===== config.mk =====
export PLATFORM = sky130hd
export DESIGN_NAME = arbiter_iwrr_prog
export DESIGN_NICKNAME = d
export VERILOG_FILES = /design/src/rtl/arb_pkg.sv /design/src/rtl/arb_rr_picker.sv /design/src/rtl/arbiter_iwrr_prog.sv
export SDC_FILE = /design/constraint.sdc
export NUM_CORES = 1
export LEC_CHECK = 0
export CAP_MARGIN = 20
export CORE_MARGIN = 2
export CORE_UTILIZATION = 30
export CTS_CLUSTER_DIAMETER = 60
export CTS_CLUSTER_SIZE = 28
export DETAILED_ROUTE_END_ITERATION = 10
export SLEW_MARGIN = 40
export SYNTH_ARGS = -nofsm -noshare
export SYNTH_HDL_FRONTEND = slang
export SYNTH_SLANG_ARGS = --single-unit

===== constraint.sdc =====
create_clock -name clk -period 14.1 [get_ports clk]
set_input_delay 4.23 -clock clk [delete_from_list [all_inputs] [get_ports clk]]
set_output_delay 4.23 -clock clk [all_outputs]
set_load 0.01 [all_outputs]

===== src/rtl/arb_pkg.sv =====
`default_nettype none
// ============================================================================
//  Module      : arb_pkg
//  Description : Shared mode encodings and a saturating-subtract helper for
//                the programmable IWRR arbiter.
//  Revision    : 1.0 - initial release
// ============================================================================
package arb_pkg;

    localparam logic ARB_MODE_RR   = 1'b0;
    localparam logic ARB_MODE_IWRR = 1'b1;

    // Working width of the helper; callers truncate back to their counter width.
    localparam int ARB_SAT_W = 16;

    // a - b, clamped at zero so a credit counter can never wrap.
    function automatic logic [ARB_SAT_W-1:0] arb_sat_sub(
        input logic [ARB_SAT_W-1:0] a,
        input logic [ARB_SAT_W-1:0] b
    );
        return (a > b) ? (a - b) : '0;
    endfunction

endpackage
`default_nettype wire


===== src/rtl/arb_rr_picker.sv =====
`default_nettype none
// ============================================================================
//  Module      : arb_rr_picker
//  Description : Combinational circular find-first. Returns the first set
//                candidate at or after ptr, wrapping past the top index.
//  Revision    : 1.0 - initial release
// ============================================================================
module arb_rr_picker
    import arb_pkg::*;
#(
    parameter int P_REQUESTER_NUM = 4,
    parameter int P_IDX_W         = $clog2(P_REQUESTER_NUM)
)(
    input  logic [P_REQUESTER_NUM-1:0] cand,
    input  logic [P_IDX_W-1:0]         ptr,
    output logic [P_REQUESTER_NUM-1:0] onehot,
    output logic [P_IDX_W-1:0]         idx,
    output logic                       any_valid
);

    localparam int C_DBL_W = 2 * P_REQUESTER_NUM;

    logic [C_DBL_W-1:0] therm;
    logic [C_DBL_W-1:0] dbl;

    // Thermometer mask keeping every doubled position at or above ptr.
    always_comb begin
        therm = '0;
        for (int j = 0; j < C_DBL_W; j++) begin
            therm[j] = (j >= int'(ptr));
        end
    end

    // The upper copy supplies the wrapped-around candidates below ptr.
    assign dbl       = {cand, cand} & therm;
    assign any_valid = |cand;

    // Lowest surviving doubled position, folded back into requester space.
    always_comb begin
        idx = '0;
        for (int j = C_DBL_W - 1; j >= 0; j--) begin
            if (dbl[j]) begin
                idx = P_IDX_W'(j % P_REQUESTER_NUM);
            end
        end
    end

    // One-hot view of the chosen index.
    always_comb begin
        onehot = '0;
        if (any_valid) begin
            onehot[idx] = 1'b1;
        end
    end

endmodule
`default_nettype wire


===== src/rtl/arbiter_iwrr_prog.sv =====
`default_nettype none
// ============================================================================
//  Module      : arbiter_iwrr_prog
//  Description : Interleaved weighted round-robin arbiter with run-time
//                programmable weights, per-grant beat cost, plain-RR mode
//                and a registered round-completion pulse.
//  Revision    : 1.0 - initial release
// ============================================================================
module arbiter_iwrr_prog
    import arb_pkg::*;
#(
    parameter int                              P_REQUESTER_NUM  = 4,
    parameter int                              P_WEIGHT_W       = 4,
    parameter logic [32*P_REQUESTER_NUM-1:0]   P_DEFAULT_WEIGHT = {32'd5, 32'd3, 32'd2, 32'd1},
    parameter int                              P_COST_W         = 3,
    parameter int                              P_IDX_W          = $clog2(P_REQUESTER_NUM)
)(
    input  logic                       clk,
    input  logic                       rst,
    input  logic [P_REQUESTER_NUM-1:0] req_i,
    input  logic [P_COST_W-1:0]        cost_i,
    input  logic                       grant_ready_i,
    input  logic                       mode_i,
    input  logic                       cfg_wr_en_i,
    input  logic [P_IDX_W-1:0]         cfg_idx_i,
    input  logic [P_WEIGHT_W-1:0]      cfg_weight_i,
    output logic [P_REQUESTER_NUM-1:0] grant_valid_o,
    output logic [P_IDX_W-1:0]         grant_idx_o,
    output logic                       round_done_o
);

    localparam logic [P_IDX_W-1:0] C_LAST_IDX = P_IDX_W'(P_REQUESTER_NUM - 1);

    logic [P_WEIGHT_W-1:0]      dflt       [P_REQUESTER_NUM];
    logic [P_WEIGHT_W-1:0]      weight_r   [P_REQUESTER_NUM];
    logic [P_WEIGHT_W-1:0]      cnt        [P_REQUESTER_NUM];
    logic [P_WEIGHT_W-1:0]      cnt_nxt    [P_REQUESTER_NUM];
    logic [P_IDX_W-1:0]         ptr;
    logic [P_IDX_W-1:0]         ptr_nxt;
    logic                       round_done_r;
    logic                       round_done_nxt;

    logic [P_REQUESTER_NUM-1:0] unmasked;
    logic [P_REQUESTER_NUM-1:0] has_credit;
    logic [P_REQUESTER_NUM-1:0] live_req;
    logic [P_REQUESTER_NUM-1:0] elig;
    logic [P_REQUESTER_NUM-1:0] cand;
    logic [P_REQUESTER_NUM-1:0] pick_onehot;
    logic [P_IDX_W-1:0]         pick_idx;
    logic                       pick_any;
    logic                       iwrr;
    logic                       refill;
    logic                       accept;
    logic                       any_left;
    logic [P_COST_W-1:0]        eff_cost;
    logic [P_WEIGHT_W-1:0]      grant_base;
    logic [P_WEIGHT_W-1:0]      charged;

    // Entry 0 of the default-weight vector sits at the MSB end.
    for (genvar i = 0; i < P_REQUESTER_NUM; i++) begin : g_dflt
        assign dflt[i] = P_DEFAULT_WEIGHT[(P_REQUESTER_NUM-1-i)*32 +: P_WEIGHT_W];
    end

    // A zero weight masks the requester at once, independent of its counter.
    for (genvar i = 0; i < P_REQUESTER_NUM; i++) begin : g_flags
        assign unmasked[i]   = (weight_r[i] != '0);
        assign has_credit[i] = (cnt[i] != '0);
    end

    assign iwrr     = (mode_i == ARB_MODE_IWRR);
    assign live_req = req_i & unmasked;
    assign elig     = iwrr ? (live_req & has_credit) : live_req;
    // Everyone still asking is out of credit: pick as if counters were reloaded.
    assign refill   = iwrr & (|live_req) & ~(|elig);
    assign cand     = refill ? live_req : elig;

    arb_rr_picker #(
        .P_REQUESTER_NUM (P_REQUESTER_NUM),
        .P_IDX_W         (P_IDX_W)
    ) u_picker (
        .cand      (cand),
        .ptr       (ptr),
        .onehot    (pick_onehot),
        .idx       (pick_idx),
        .any_valid (pick_any)
    );

    assign grant_valid_o = pick_onehot;
    assign grant_idx_o   = pick_any ? pick_idx : '0;
    assign round_done_o  = round_done_r;
    assign accept        = pick_any & grant_ready_i;

    // A zero cost still consumes one credit.
    assign eff_cost   = (cost_i == '0) ? P_COST_W'(1) : cost_i;
    assign grant_base = refill ? weight_r[pick_idx] : cnt[pick_idx];
    assign charged    = P_WEIGHT_W'(arb_sat_sub(ARB_SAT_W'(grant_base), ARB_SAT_W'(eff_cost)));

    // Next pointer, credit counters and round-done pulse for an accepted grant.
    always_comb begin
        ptr_nxt        = ptr;
        round_done_nxt = 1'b0;
        any_left       = 1'b0;
        for (int i = 0; i < P_REQUESTER_NUM; i++) begin
            cnt_nxt[i] = cnt[i];
        end
        if (accept) begin
            ptr_nxt = (pick_idx == C_LAST_IDX) ? '0 : pick_idx + P_IDX_W'(1);
            if (iwrr) begin
                for (int i = 0; i < P_REQUESTER_NUM; i++) begin
                    cnt_nxt[i] = refill ? weight_r[i] : cnt[i];
                end
                cnt_nxt[pick_idx] = charged;
                for (int i = 0; i < P_REQUESTER_NUM; i++) begin
                    if ((weight_r[i] != '0) && (cnt_nxt[i] != '0)) begin
                        any_left = 1'b1;
                    end
                end
                // Natural end of round: reload from the weights as they stood this cycle.
                if (!any_left) begin
                    for (int i = 0; i < P_REQUESTER_NUM; i++) begin
                        cnt_nxt[i] = weight_r[i];
                    end
                end
                round_done_nxt = refill | ~any_left;
            end else begin
                round_done_nxt = (pick_idx == C_LAST_IDX);
            end
        end
    end

    // Arbitration state register.
    always_ff @(posedge clk or posedge rst) begin
        if (rst) begin
            ptr          <= '0;
            round_done_r <= 1'b0;
            for (int i = 0; i < P_REQUESTER_NUM; i++) begin
                cnt[i] <= dflt[i];
            end
        end else begin
            ptr          <= ptr_nxt;
            round_done_r <= round_done_nxt;
            for (int i = 0; i < P_REQUESTER_NUM; i++) begin
                cnt[i] <= cnt_nxt[i];
            end
        end
    end

    // Weight table: written any cycle, out-of-range indices dropped.
    always_ff @(posedge clk or posedge rst) begin
        if (rst) begin
            for (int i = 0; i < P_REQUESTER_NUM; i++) begin
                weight_r[i] <= dflt[i];
            end
        end else if (cfg_wr_en_i && (int'(cfg_idx_i) < P_REQUESTER_NUM)) begin
            weight_r[cfg_idx_i] <= cfg_weight_i;
        end
    end

endmodule
`default_nettype wire

# Word level (Yosys, flattened, before mapping)
# Index checks and enable logic that the tools add are counted.
[classes]
n_eq_ne = 1
n_bitwise = 11
order_cmp = 10
muxes = 43
n_addsub = 2
reduce_logical = 24
[op_table]
columns = ["cell", "count"]
rows = [
  ["4-bit 2-to-1 mux", 15],
  ["4-bit nonzero test", 12],
  ["16-bit bitwise mux", 2],
  ["2-bit 2-to-1 mux", 10],
  ["4-bit binary-select mux with 2-bit select", 2],
  ["4-bit demux with 2-bit select", 2],
  ["16-bit 2-to-1 mux", 1],
  ["4-bit OR reduction", 3],
  ["1-bit 2-to-1 mux", 9],
  ["4-bit AND", 2],
  ["8-bit AND", 1],
  ["1-bit logical AND", 7],
  ["3-bit >= comparator, second input constant", 2],
  ["3-bit by 1-bit less-than comparator with 1-bit output, second input constant", 2],
  ["2-bit inverter with 3-bit output", 2],
  ["1-bit by 2-bit >= comparator with 1-bit output, first input constant", 2],
  ["4-bit by 3-bit greater-than comparator with 1-bit output", 1],
  ["4-bit by 3-bit subtractor with 4-bit output", 1],
  ["1-bit AND", 3],
  ["3-bit logical NOT", 1],
  ["2-bit by 3-bit less-than comparator with 1-bit output, second input constant", 1],
  ["3-bit 2-to-1 mux", 1],
  ["2-bit by 1-bit adder with 2-bit output, second input constant", 1],
  ["1-bit demux with 2-bit select", 1],
  ["other kinds (6)", 7],
]
[totals]
out_inout_bits = 7
inputBits = 18
wordCells = 101
ff_bits = 35

# Depth between registers and ports, before layout
# Gate-level depths: netlist (run 1).
[depth]
ltp_word = 37
mapped_depth = 23
mapped_depth_nobuf = 20

# Cells and area by module
# A second synthesis (run 1) with hierarchy kept.
[hier_totals]
hier_cells = 359
area_unflattened_um2 = 3116.7
[by_module_without_submodules]
columns = ["mod", "cells_each", "n_inst", "area_per_inst_um2"]
rows = [
  ["arbiter_iwrr_prog", 331, 1, 2934.1],
  ["arb_rr_picker", 28, 1, 182.7],
]

# Least setup slack after synthesis (run 1)
# OpenSTA, ideal clock, no wires.
[synth_path]
kind = "in2out"
start = "input port mode_i"
end = "output port grant_valid_o[3]"
arrival_time_ns = 6.901
path_buffers = 4
cell_stages = 10
path_slack_ns = 2.969
cell_sequence = "or3b_1 > buf_2 > a21boi_2 > o211ai_1 > a211oi_2 > clkbuf_1 > ha_1 > clkbuf_1 > clkbuf_1 > and2_1"
[synth_between]
elab_chain_cells = 19
word_cells_on_any_way = 22
cone_classes = "order compare (2); mux (13); bitwise (4); reduce/logical (3)"
[synth_lines]
columns = ["item", "line_no", "text"]
rows = [
  ["start: declaration", "arbiter_iwrr_prog.sv:23", "input logic mode_i,"],
  ["4-bit 2-to-1 mux", "arbiter_iwrr_prog.sv:72", "assign elig = iwrr ? (live_req & has_credit) : live_req;"],
  ["4-bit OR reduction", "arbiter_iwrr_prog.sv:74", "assign refill = iwrr & (|live_req) & ~(|elig);"],
  ["1-bit inverter", "arbiter_iwrr_prog.sv:74", ""],
  ["1-bit AND", "arbiter_iwrr_prog.sv:74", ""],
  ["4-bit 2-to-1 mux *", "arbiter_iwrr_prog.sv:75", "assign cand = refill ? live_req : elig;"],
  ["8-bit AND", "arb_rr_picker.sv:35", "assign dbl = {cand, cand} & therm;"],
  ["2-bit 2-to-1 mux (8 in a row)", "arb_rr_picker.sv:42", "if (dbl[j]) begin"],
  ["2-bit by 3-bit less-than comparator with 1-bit output (implied by the code) / 2-bit by 1-bit >= comparator with 1-bit output (equally long branches)", "arb_rr_picker.sv:52", "onehot[idx] = 1'b1;"],
  ["1-bit logical AND (implied by the code)", "arb_rr_picker.sv:52", ""],
  ["1-bit 2-to-1 mux (implied by the code)", "arb_rr_picker.sv:52", ""],
  ["1-bit demux with 2-bit select", "n/a", ""],
  ["4-bit 2-to-1 mux *", "arb_rr_picker.sv:51", "if (any_valid) begin"],
  ["end: declaration", "arbiter_iwrr_prog.sv:27", "output logic [P_REQUESTER_NUM-1:0] grant_valid_o,"],
]
# Mark *: on every way between the ends. The rest lies on a longest branch, timed or not.

# Worst setup path after layout (run 1)
# Ends and elaborated chain as after synthesis.

==> flow_metrics.env, run 1 <==
export IMPL_dpl_cell_area_mm2=0.00329
export IMPL_holdCritPathClass="reg2reg"
export IMPL_worstPathArrival_ps=7980
export IMPL_worst_slew_pin_slew_ps=769
export IMPL_tritoncts="done"
export IMPL_io_buffers=24
export IMPL_mapped_cell_area_mm2=0.00291
export IMPL_synth_enable_flop_cells=0
export IMPL_synth_seq_cells=35
export IMPL_final_common_cell="sky130_fd_sc_hd__a21oi_1"
export IMPL_detailedRoute_firstIterationViolations=235
export IMPL_final_min_period_over_clock_period_pct=86.6
export IMPL_fin_area_mm2=0.00338
export IMPL_crit_path_cell_trace="clkdlybuf4s50_1, or3b_1, a21boi_2, a2bb2oi_1, a21o_1, clkinv_1, ha_1, and2_1, clkdlybuf4s50_1"
export IMPL_timing_final_ws_setup_ps=1890
export IMPL_critPathLaunchType="primary input"
export IMPL_die_area_mm2=0.0105
export IMPL_synth_nets=356
export IMPL_share_of_yosys_cell_area_claimed_by_the_top_area_cell_type_pct=19.8
export IMPL_h_tree_depth=2
export IMPL_starting_density_pct=31.2
export IMPL_fp_dieW_um=103
export IMPL_detail_route_drc_violations=0
export IMPL_fillCellCount=958
export IMPL_part_of_the_yosys_area_used_for_sequential_elements_pct=30.6
export IMPL_critical_path_slowest_cell="sky130_fd_sc_hd__clkdlybuf4s50_1"
export IMPL_final_net_count=375
export IMPL_grt_usage_pct=17.9
export IMPL_cts_resized=0
export IMPL_cp_peak_stage_delay_ps=710
export IMPL_avgSynthCellArea_um2=8.82
export IMPL_syn_to_final_growth_pct=16.2
export IMPL_yosys_warnings=0
export IMPL_p_leak_nw=1.31
export IMPL_critical_path_most_common_cell="sky130_fd_sc_hd__clkdlybuf4s50_1"
export IMPL_largest_net_degree_at_the_start_of_global_routing=36
export IMPL_period_needed_ps=12210
export IMPL_ys_flop_type="sky130_fd_sc_hd__dfrtp_1"
export IMPL_final_antenna_net_count=0
export IMPL_timing_max_transition_violations_final=0
export IMPL_avgViaCountPerCell=5.87
export IMPL_synth_largest_area_cell="sky130_fd_sc_hd__dfrtp_1"
export IMPL_clock_path_buffers=2
export IMPL_via_count_of_the_first_global_routing_pass=2763
export IMPL_slew_headroom_pct=48.7
export IMPL_place_gp_congestion=0.952
export IMPL_netlist_top_cells_area="sky130_fd_sc_hd__dfrtp_1 20%, sky130_fd_sc_hd__dfstp_2 11%, sky130_fd_sc_hd__a21oi_1 7.4%"
export IMPL_endpoint_class_of_the_critical_path="output pin"
export IMPL_drv_max_cap_violation_count=0
export IMPL_critPathRequiredTime_ps=9870
export IMPL_preCtsSetupSlack_ps=2000
export IMPL_rsz0062_at_grt="no"
export IMPL_gr_total_overflow=0
export IMPL_share_of_cells_above_drive_strength_1_pct=16.3
export IMPL_grt_first_pass_wirelength_mm=14.5
export IMPL_cts_root_buf="sky130_fd_sc_hd__clkbuf_8"
export IMPL_routed_wire_length_per_instance_um=18.4
export IMPL_diodes_inserted=0
export IMPL_std_cell_core_area_mm2=0.00933
export IMPL_cts_clk_slew_worst_paths_ps=80
export IMPL_critical_path_class="in2out"
export IMPL_cp_num_buf_inv=3
export IMPL_final_setup_viol_count=0
export IMPL_cellPowerDensity_mw_per_mm2=255
export IMPL_chipHeight_um=103
export IMPL_ctsHoldBuffers=0
export IMPL_total_cts_buffers=5
export IMPL_post_synth_num_cell_types=64
export IMPL_vdd_ir_drop_max_mv=0.103
export IMPL_rows=35
export IMPL_run_status="completed"
export IMPL_fin_tns_setup_ps=0
export IMPL_finalHoldViolations=0
export IMPL_crit_path_max_fanout=17
export IMPL_maxClockFrequency_mhz=81.9
export IMPL_worst_clk_skew_ps=8.42
export IMPL_postSynth_asyncResetShare_pct=100
export IMPL_worst_skew_pair_late_latency_ps=290
export IMPL_postRouteWirelength_mm=8.83
export IMPL_cts_sinks=35
export IMPL_post_cts_repair_setup_buffers=0
export IMPL_detail_route_first_pass_iterations=5
export IMPL_grt_antenna_before_repair=0
export IMPL_dr_total_vias=2811
export IMPL_layout_common_cells="43 x sky130_fd_sc_hd__a21oi_1, 42 x sky130_fd_sc_hd__nand2_1, 24 x sky130_fd_sc_hd__clkdlybuf4s50_1"
export IMPL_delay_heaviest_family_cp="buffers and inverters"
export IMPL_ios=25
export IMPL_detailedPlacementHpwl_mm=6.59
export IMPL_synthesis_instances=330
## registers in the layout (all words and copies together), names as in the netlist
name          cells
cnt              16
weight_r         16
ptr               2
round_done_o      1
## final cells by class
cell class	instances	area, um^2	share of cell area, %
clock inverter	1	5.00	0.148
inverter	12	45.0	1.33
sequential	35	891	26.3
tap	129	161	4.77
timing repair buffer	30	285	8.43
clock buffer	7	86.3	2.55
multi-input combinational	265	1910	56.4
## layer usage
metal | up-vias | routed length (um) | global-route usage, % | share of wire, %
met4 | 0 | 210 | 6.97 | 2.4
met2 | 127 | 4070 | 28.2 | 46
li1 | 1303 | - | - | -
met5 | - | 0 | 0 | 0
met3 | 19 | 634 | 3.12 | 7.2
met1 | 1362 | 3920 | 24.7 | 44
## logic make-up (layout without fill, tap and decap cells)
group	after synthesis	in the layout	share of synthesized area, %
XOR/XNOR	1	1	0.301
buffers and inverters	30	50	4.30
AND/OR/NAND/NOR	115	115	19.3
multiplexers	28	28	11.9
AO/OA/AOI/OAI	113	113	29.9
adder cells (fa/ha/maj)	8	8	3.70
flip-flops	35	35	30.6
## power breakdown
group	internal, mW	total, mW	switching [mW]	leakage [nW]
registers	0.138	0.186	0.0483	0.414
logic	0.241	0.601	0.359	0.850
clock network	0.0395	0.0768	0.0373	0.0482
## tightest hold or removal path, cell delays in order (launching register included)
cell,delay (ps)
sky130_fd_sc_hd__dfrtp_1,370
sky130_fd_sc_hd__nand2_1,60
sky130_fd_sc_hd__o31ai_1,60
## cells in the mapped netlist, types with 2 or more instances
master                     count
sky130_fd_sc_hd__nand3_1       4
sky130_fd_sc_hd__dfrtp_1      23
sky130_fd_sc_hd__a31o_1        2
sky130_fd_sc_hd__dfstp_2      12
sky130_fd_sc_hd__clkbuf_1     12
sky130_fd_sc_hd__nand2b_1      2
sky130_fd_sc_hd__a221o_1      20
sky130_fd_sc_hd__o211ai_1      2
sky130_fd_sc_hd__and2_1        6
sky130_fd_sc_hd__mux2i_1       8
sky130_fd_sc_hd__or3_1         7
sky130_fd_sc_hd__nor4_1        3
sky130_fd_sc_hd__a211o_1       2
sky130_fd_sc_hd__o41ai_1       2
sky130_fd_sc_hd__a31oi_1       4
sky130_fd_sc_hd__a211oi_1      6
sky130_fd_sc_hd__buf_2         4
sky130_fd_sc_hd__a21oi_1      43
sky130_fd_sc_hd__nand2_1      42
sky130_fd_sc_hd__a311oi_1      2
sky130_fd_sc_hd__or2_2         2
sky130_fd_sc_hd__a21o_1        5
sky130_fd_sc_hd__inv_1        11
sky130_fd_sc_hd__ha_1          7
sky130_fd_sc_hd__o21ai_0       4
sky130_fd_sc_hd__nand3b_1      3
sky130_fd_sc_hd__o22ai_1       2
sky130_fd_sc_hd__nor2_1       20
sky130_fd_sc_hd__nor3_1       18
sky130_fd_sc_hd__mux4_2        2
sky130_fd_sc_hd__mux2_2       16
sky130_fd_sc_hd__o41ai_2       2
## path summary, 6_finish.rpt
check / from / endpoint / slack (ps) / depth (start not counted)
setup / recovery: mode_i / grant_valid_o[3] / 1890 / 9
hold / removal: ptr[0]$_DFFE_PP0P_ / ptr[0]$_DFFE_PP0P_ / 520 / 2
setup reg to reg: weight_r[15]$_DFFE_PP0P_ / cnt[15]$_DFFE_PP0P_ / 7580 / 19
hold reg to reg: ptr[0]$_DFFE_PP0P_ / ptr[0]$_DFFE_PP0P_ / 520 / 2
max in group asynchronous: rst / weight_r[5]$_DFFE_PP1P_ / 9410 / 3
min in group asynchronous: rst / cnt[4]$_DFFE_PP0P_ / 4350 / 3
## stage by stage
stage / instances / hold WS [ps] / util [%] / total power [mW]
final: 479 / 523 / 36.3 / 0.864
after global placement: 470 / 497 / 35.1 / 0.759
after floorplan: 330 / 464 / - / 0.603
after CTS: 479 / 516 / 36.2 / 0.849
after global routing: 479 / 549 / 36.3 / 0.935
after detailed placement: 471 / 500 / 35.2 / 0.770
Power figures use the tool's default switching activity.
==> run 2, diff against run 1 <==
- CORE_UTILIZATION: 30 -> 63
- PLACE_DENSITY: unset -> 0.86
==> flow_metrics.env, run 2 (synthesis gave the netlist of run 1 again) <==
export IMPL_starting_density_pct=66.0
export IMPL_place_gp_congestion=0.960
export IMPL_detailedPlacementHpwl_mm=6.42
export IMPL_syn_to_final_growth_pct=12.7
export IMPL_largest_net_degree_at_the_start_of_global_routing=36
export IMPL_share_of_cells_above_drive_strength_1_pct=16.6
export IMPL_drv_max_cap_violation_count=0
export IMPL_final_min_period_over_clock_period_pct=86.3
export IMPL_finalHoldViolations=0
export IMPL_chipHeight_um=72.0
export IMPL_top_layer_in_use="met4"
export IMPL_grt_antenna_before_repair=0
export IMPL_final_antenna_net_count=0
export IMPL_layout_common_cells="43 x sky130_fd_sc_hd__a21oi_1, 42 x sky130_fd_sc_hd__nand2_1, 24 x sky130_fd_sc_hd__clkdlybuf4s50_1"
export IMPL_period_needed_ps=12170
export IMPL_timing_final_ws_setup_ps=1930
export IMPL_cellPowerDensity_mw_per_mm2=260
export IMPL_cts_root_buf="sky130_fd_sc_hd__clkbuf_8"
export IMPL_cp_peak_stage_delay_ps=700
export IMPL_rsz0062_at_grt="no"
export IMPL_largestRegisters="cnt: 16 flops, weight_r: 16 flops, ptr: 2 flops"
export IMPL_fin_hold_ws_ps=522
export IMPL_final_net_count=374
export IMPL_cts_sinks=35
export IMPL_fp_dieW_um=72.0
export IMPL_ctsHoldBuffers=0
export IMPL_final_setup_viol_count=0
export IMPL_worst_skew_pair_late_latency_ps=290
export IMPL_clock_path_buffers=2
export IMPL_via_count_of_the_first_global_routing_pass=2813
export IMPL_final_common_cell="sky130_fd_sc_hd__a21oi_1"
export IMPL_gr_total_overflow=0
export IMPL_wl_met2_mm=4.02
export IMPL_die_area_mm2=0.00518
export IMPL_grt_first_pass_wirelength_mm=14.1
export IMPL_rows=24
export IMPL_critical_path_most_common_cell="sky130_fd_sc_hd__clkdlybuf4s50_1"
export IMPL_timing_max_transition_violations_final=0
export IMPL_ios=25
export IMPL_worst_slew_pin_slew_ps=828
export IMPL_maxClockFrequency_mhz=82.2
export IMPL_critical_path_slowest_cell="sky130_fd_sc_hd__clkdlybuf4s50_1"
export IMPL_total_cts_buffers=5
export IMPL_diodes_inserted=0
export IMPL_dr_total_vias=2923
export IMPL_post_cts_repair_setup_buffers=0
export IMPL_critical_path_class="in2out"
export IMPL_run_status="completed"
export IMPL_vdd_ir_drop_max_mv=0.124
export IMPL_worst_clk_skew_ps=10.9
export IMPL_p_leak_nw=1.30
export IMPL_routed_wire_length_per_instance_um=21.6
export IMPL_grt_usage_pct=35.7
export IMPL_holdCritPathClass="reg2reg"
export IMPL_crit_path_max_fanout=17
export IMPL_critPathRequiredTime_ps=9870
export IMPL_detail_route_first_pass_iterations=8
export IMPL_detailedRoute_firstIterationViolations=366
export IMPL_routed_length_on_met3_um=922
export IMPL_preCtsSetupSlack_ps=1990
export IMPL_cts_clk_slew_worst_paths_ps=70
export IMPL_detail_route_wirelength_met1_mm=3.33
export IMPL_endpoint_class_of_the_critical_path="output pin"
export IMPL_crit_path_cell_trace="clkdlybuf4s50_1, or3b_1, a21boi_2, a2bb2oi_1, a21o_1, clkinv_1, ha_1, and2_1, clkdlybuf4s50_1"
export IMPL_postRouteWirelength_mm=8.66
export IMPL_fin_area_mm2=0.00328
export IMPL_cts_resized=0
export IMPL_worstPathArrival_ps=7940
export IMPL_dpl_cell_area_mm2=0.00319
export IMPL_avgViaCountPerCell=7.29
export IMPL_tritoncts="done"
export IMPL_h_tree_depth=2
export IMPL_io_buffers=24
export IMPL_fin_tns_setup_ps=0
export IMPL_std_cell_core_area_mm2=0.00441
export IMPL_slew_headroom_pct=44.6
export IMPL_critPathLaunchType="primary input"
export IMPL_detail_route_drc_violations=0
[run 2: changes by cell type in the layout (fill, tap and decap cells not counted)]
cell	previous run	this run
sky130_fd_sc_hd__nor4_1	3	2
sky130_fd_sc_hd__nor3b_1	1	0
sky130_fd_sc_hd__buf_4	6	4
sky130_fd_sc_hd__nor4_2	0	1
sky130_fd_sc_hd__clkbuf_8	6	5
sky130_fd_sc_hd__clkinvlp_4	0	1
sky130_fd_sc_hd__nor3b_2	0	2
sky130_fd_sc_hd__nor3b_4	1	0
sky130_fd_sc_hd__buf_6	0	1
[run 2: area by class of cell]
class | instances | area, um^2
inverters | 12 | 45.0
well taps | 52 | 65.1
clock buffers | 6 | 72.6
flip-flops and latches | 35 | 891
fillers | 324 | 1130
repair buffers | 29 | 282
multi-input cells | 265 | 1910
clock inverters | 2 | 12.5
[run 2: critical path: cells and delay by family]
kind | cells | cell delay [ps]
buf+inv | 3 | 1450
simple gates | 2 | 700
compound gates | 3 | 970
fa+ha+maj | 1 | 570
[run 2: report_power, final]
group / switching (mW) / total [mW] / leakage [nW] / internal [mW]
Clock: 0.0378 / 0.0723 / 0.0412 / 0.0345
Combinational: 0.352 / 0.591 / 0.843 / 0.239
Sequential: 0.0508 / 0.189 / 0.414 / 0.138
[run 2: final timing paths]
path | start | to | slack [ps] | cells after the start
min in group asynchronous | rst | cnt[13]$_DFFE_PP0P_ | 4330 | 3
worst max register to register | weight_r[15]$_DFFE_PP0P_ | cnt[10]$_DFFE_PP0P_ | 7510 | 18
max in group asynchronous | rst | weight_r[9]$_DFFE_PP1P_ | 9420 | 3
worst min-delay path | ptr[0]$_DFFE_PP0P_ | ptr[0]$_DFFE_PP0P_ | 520 | 2
worst max-delay path | mode_i | grant_valid_o[3] | 1930 | 9
worst min register to register | ptr[0]$_DFFE_PP0P_ | ptr[0]$_DFFE_PP0P_ | 520 | 2
[run 2: through the flow]
step | std cells | utilization, % | total power [mW]
after floorplan | 330 | - | 0.603
after global placement | 391 | 71.6 | 0.737
after detailed placement | 393 | 72.2 | 0.754
after CTS | 401 | 74.1 | 0.831
after global routing | 401 | 74.3 | 0.909
final | 401 | 74.3 | 0.852
[run 2: layer usage]
layer | up-vias | global-route usage, %
met3 | 46 | 8.75
met5 | - | 0
met4 | 0 | 18.4
li1 | 1306 | -
met1 | 1377 | 45.7
met2 | 194 | 56.5
==> run 3, diff against run 2 <==
- CORE_UTILIZATION: 63 -> 40
- PLACE_DENSITY: 0.86 -> unset
==> flow_metrics.env, run 3 (synthesis gave the netlist of run 1 again) <==
export IMPL_gr_total_overflow=0
export IMPL_final_antenna_net_count=0
export IMPL_finalHoldViolations=0
export IMPL_diodes_inserted=0
export IMPL_rsz0062_at_grt="no"
export IMPL_ctsHoldBuffers=0
export IMPL_register_to_register_setup_slack_ps=7690
export IMPL_area_occupied_by_multi_input_gates_mm2=0.00191
export IMPL_syn_to_final_growth_pct=16.0
export IMPL_detailedRoute_firstIterationViolations=310
export IMPL_run_status="completed"
export IMPL_io_buffers=24
export IMPL_critical_path_class="in2out"
export IMPL_chipHeight_um=89.3
export IMPL_grt_antenna_before_repair=0
export IMPL_dpl_cell_area_mm2=0.00327
export IMPL_slew_headroom_pct=46.5
export IMPL_period_needed_ps=12160
export IMPL_cts_root_buf="sky130_fd_sc_hd__clkbuf_8"
export IMPL_worst_hold_path_num_cells=2
export IMPL_fillCellCount=705
export IMPL_detail_route_drc_violations=0
export IMPL_fin_tns_setup_ps=0
export IMPL_critPathLaunchType="primary input"
export IMPL_cts_sinks=35
export IMPL_fin_cells=451
export IMPL_reg2regPathDepth=18
export IMPL_worstReg2RegStart="weight_r[11]$_DFFE_PP0P_"
export IMPL_area_sequential_um2=891
export IMPL_largest_net_degree_at_the_start_of_global_routing=36
export IMPL_final_min_period_over_clock_period_pct=86.3
export IMPL_tritoncts="done"
export IMPL_holdCritPathClass="reg2reg"
export IMPL_startpoint_of_the_worst_hold_path="ptr[0]$_DFFE_PP0P_"
export IMPL_detailedPlacementHpwl_mm=6.61
export IMPL_final_common_cell="sky130_fd_sc_hd__a21oi_1"
export IMPL_fin_hold_ws_ps=557
export IMPL_total_cts_buffers=5
export IMPL_hold_path_endpoint="ptr[0]$_DFFE_PP0P_"
export IMPL_h_tree_depth=2
export IMPL_post_cts_repair_setup_buffers=0
export IMPL_final_net_count=377
export IMPL_crit_path_max_fanout=17
export IMPL_layout_common_cells="43 x sky130_fd_sc_hd__a21oi_1, 42 x sky130_fd_sc_hd__nand2_1, 24 x sky130_fd_sc_hd__clkdlybuf4s50_1"
export IMPL_fin_area_mm2=0.00338
export IMPL_routed_wire_length_per_instance_um=19.8
export IMPL_die_area_mm2=0.00798
export IMPL_fp_dieW_um=89.3
export IMPL_endpoint_class_of_the_critical_path="output pin"
export IMPL_ios=25
export IMPL_dr_total_vias=2823
export IMPL_detail_route_first_pass_iterations=5
export IMPL_drv_max_cap_violation_count=0
export IMPL_worstPathArrival_ps=7930
export IMPL_grt_first_pass_wirelength_mm=14.2
export IMPL_maxClockFrequency_mhz=82.2
export IMPL_p_leak_nw=1.33
export IMPL_post_place_cells=443
export IMPL_final_setup_viol_count=0
export IMPL_cts_clk_slew_worst_paths_ps=70
export IMPL_clock_path_buffers=2
export IMPL_timing_max_transition_violations_final=0
export IMPL_place_gp_congestion=1.00
export IMPL_postRouteWirelength_mm=8.93
export IMPL_worst_clk_skew_ps=4.34
export IMPL_rows=31
export IMPL_cts_resized=0
export IMPL_starting_density_pct=40.8
export IMPL_std_cell_core_area_mm2=0.00714
export IMPL_rr_endpoint="cnt[5]$_DFFE_PP1P_"
export IMPL_worst_slew_pin_slew_ps=796
export IMPL_via_count_of_the_first_global_routing_pass=2512
export IMPL_vdd_ir_drop_max_mv=0.0936
export IMPL_grt_usage_pct=23.5
export IMPL_critPathRequiredTime_ps=9870
export IMPL_share_of_cells_above_drive_strength_1_pct=17.0
export IMPL_avgViaCountPerCell=6.26
export IMPL_worst_skew_pair_late_latency_ps=300
export IMPL_cellPowerDensity_mw_per_mm2=258
export IMPL_largestRegisters="cnt: 16 flops, weight_r: 16 flops, ptr: 2 flops"
## run 3: cell count changes in the layout (fill, tap and decap cells not counted), sizes merged
cell / delta
clkbuf: +1
buf: +3
clkinv: -1
## run 3: where the power goes
part	switching, mW	internal (mW)	leakage [nW]
Combinational	0.355	0.246	0.861
Clock	0.0396	0.0445	0.0505
Sequential	0.0487	0.138	0.414
Total	0.444	0.428	1.33
## run 3: worst max path at each step
stage	slack, ps	endpoint	depth (start not counted)	start
floorplan	2970	grant_valid_o[3]	10	mode_i
global route	1740	grant_valid_o[3]	10	req_i[1]
global placement	2060	grant_valid_o[3]	9	mode_i
finish	1940	grant_valid_o[3]	9	mode_i
CTS	2000	grant_valid_o[3]	9	mode_i
detailed placement	2020	grant_valid_o[3]	9	mode_i
## run 3: area by class of cell
type	instances	area share (%)
Sequential cell	35	26.4
Multi-Input combinational cell	265	56.5
Inverter	12	1.33
Clock inverter	1	0.222
Clock buffer	7	2.85
Timing Repair Buffer	32	9.00
Tap cell	99	3.67
## run 3: per-stage QoR
step	setup WS [ps]	utilization [%]	total power [mW]
after global placement	2060	45.2	0.765
final	1940	47.3	0.872
after global routing	1740	47.3	0.936
after detailed placement	2020	45.9	0.777
after floorplan	2970	-	0.603
after CTS	2000	47.3	0.864
## run 3: layer usage
layer / part of all wire (%) / GRT usage (%) / up-vias
met5: 0 / 0 / -
met4: 1.9 / 6.78 / 0
met3: 9.3 / 4.99 / 20
met2: 45 / 35.6 / 152
met1: 44 / 34.0 / 1351
li1: - / - / 1300
## run 3: worst max-delay path, cell delays in order
cell                              delay (ps)
sky130_fd_sc_hd__clkdlybuf4s50_1         720
sky130_fd_sc_hd__or3b_1                  500
sky130_fd_sc_hd__a21boi_2                380
sky130_fd_sc_hd__a2bb2oi_1               220
sky130_fd_sc_hd__a21o_1                  320
sky130_fd_sc_hd__clkinv_1                210
sky130_fd_sc_hd__ha_1                    590
sky130_fd_sc_hd__and2_1                  220
sky130_fd_sc_hd__clkdlybuf4s50_1         530
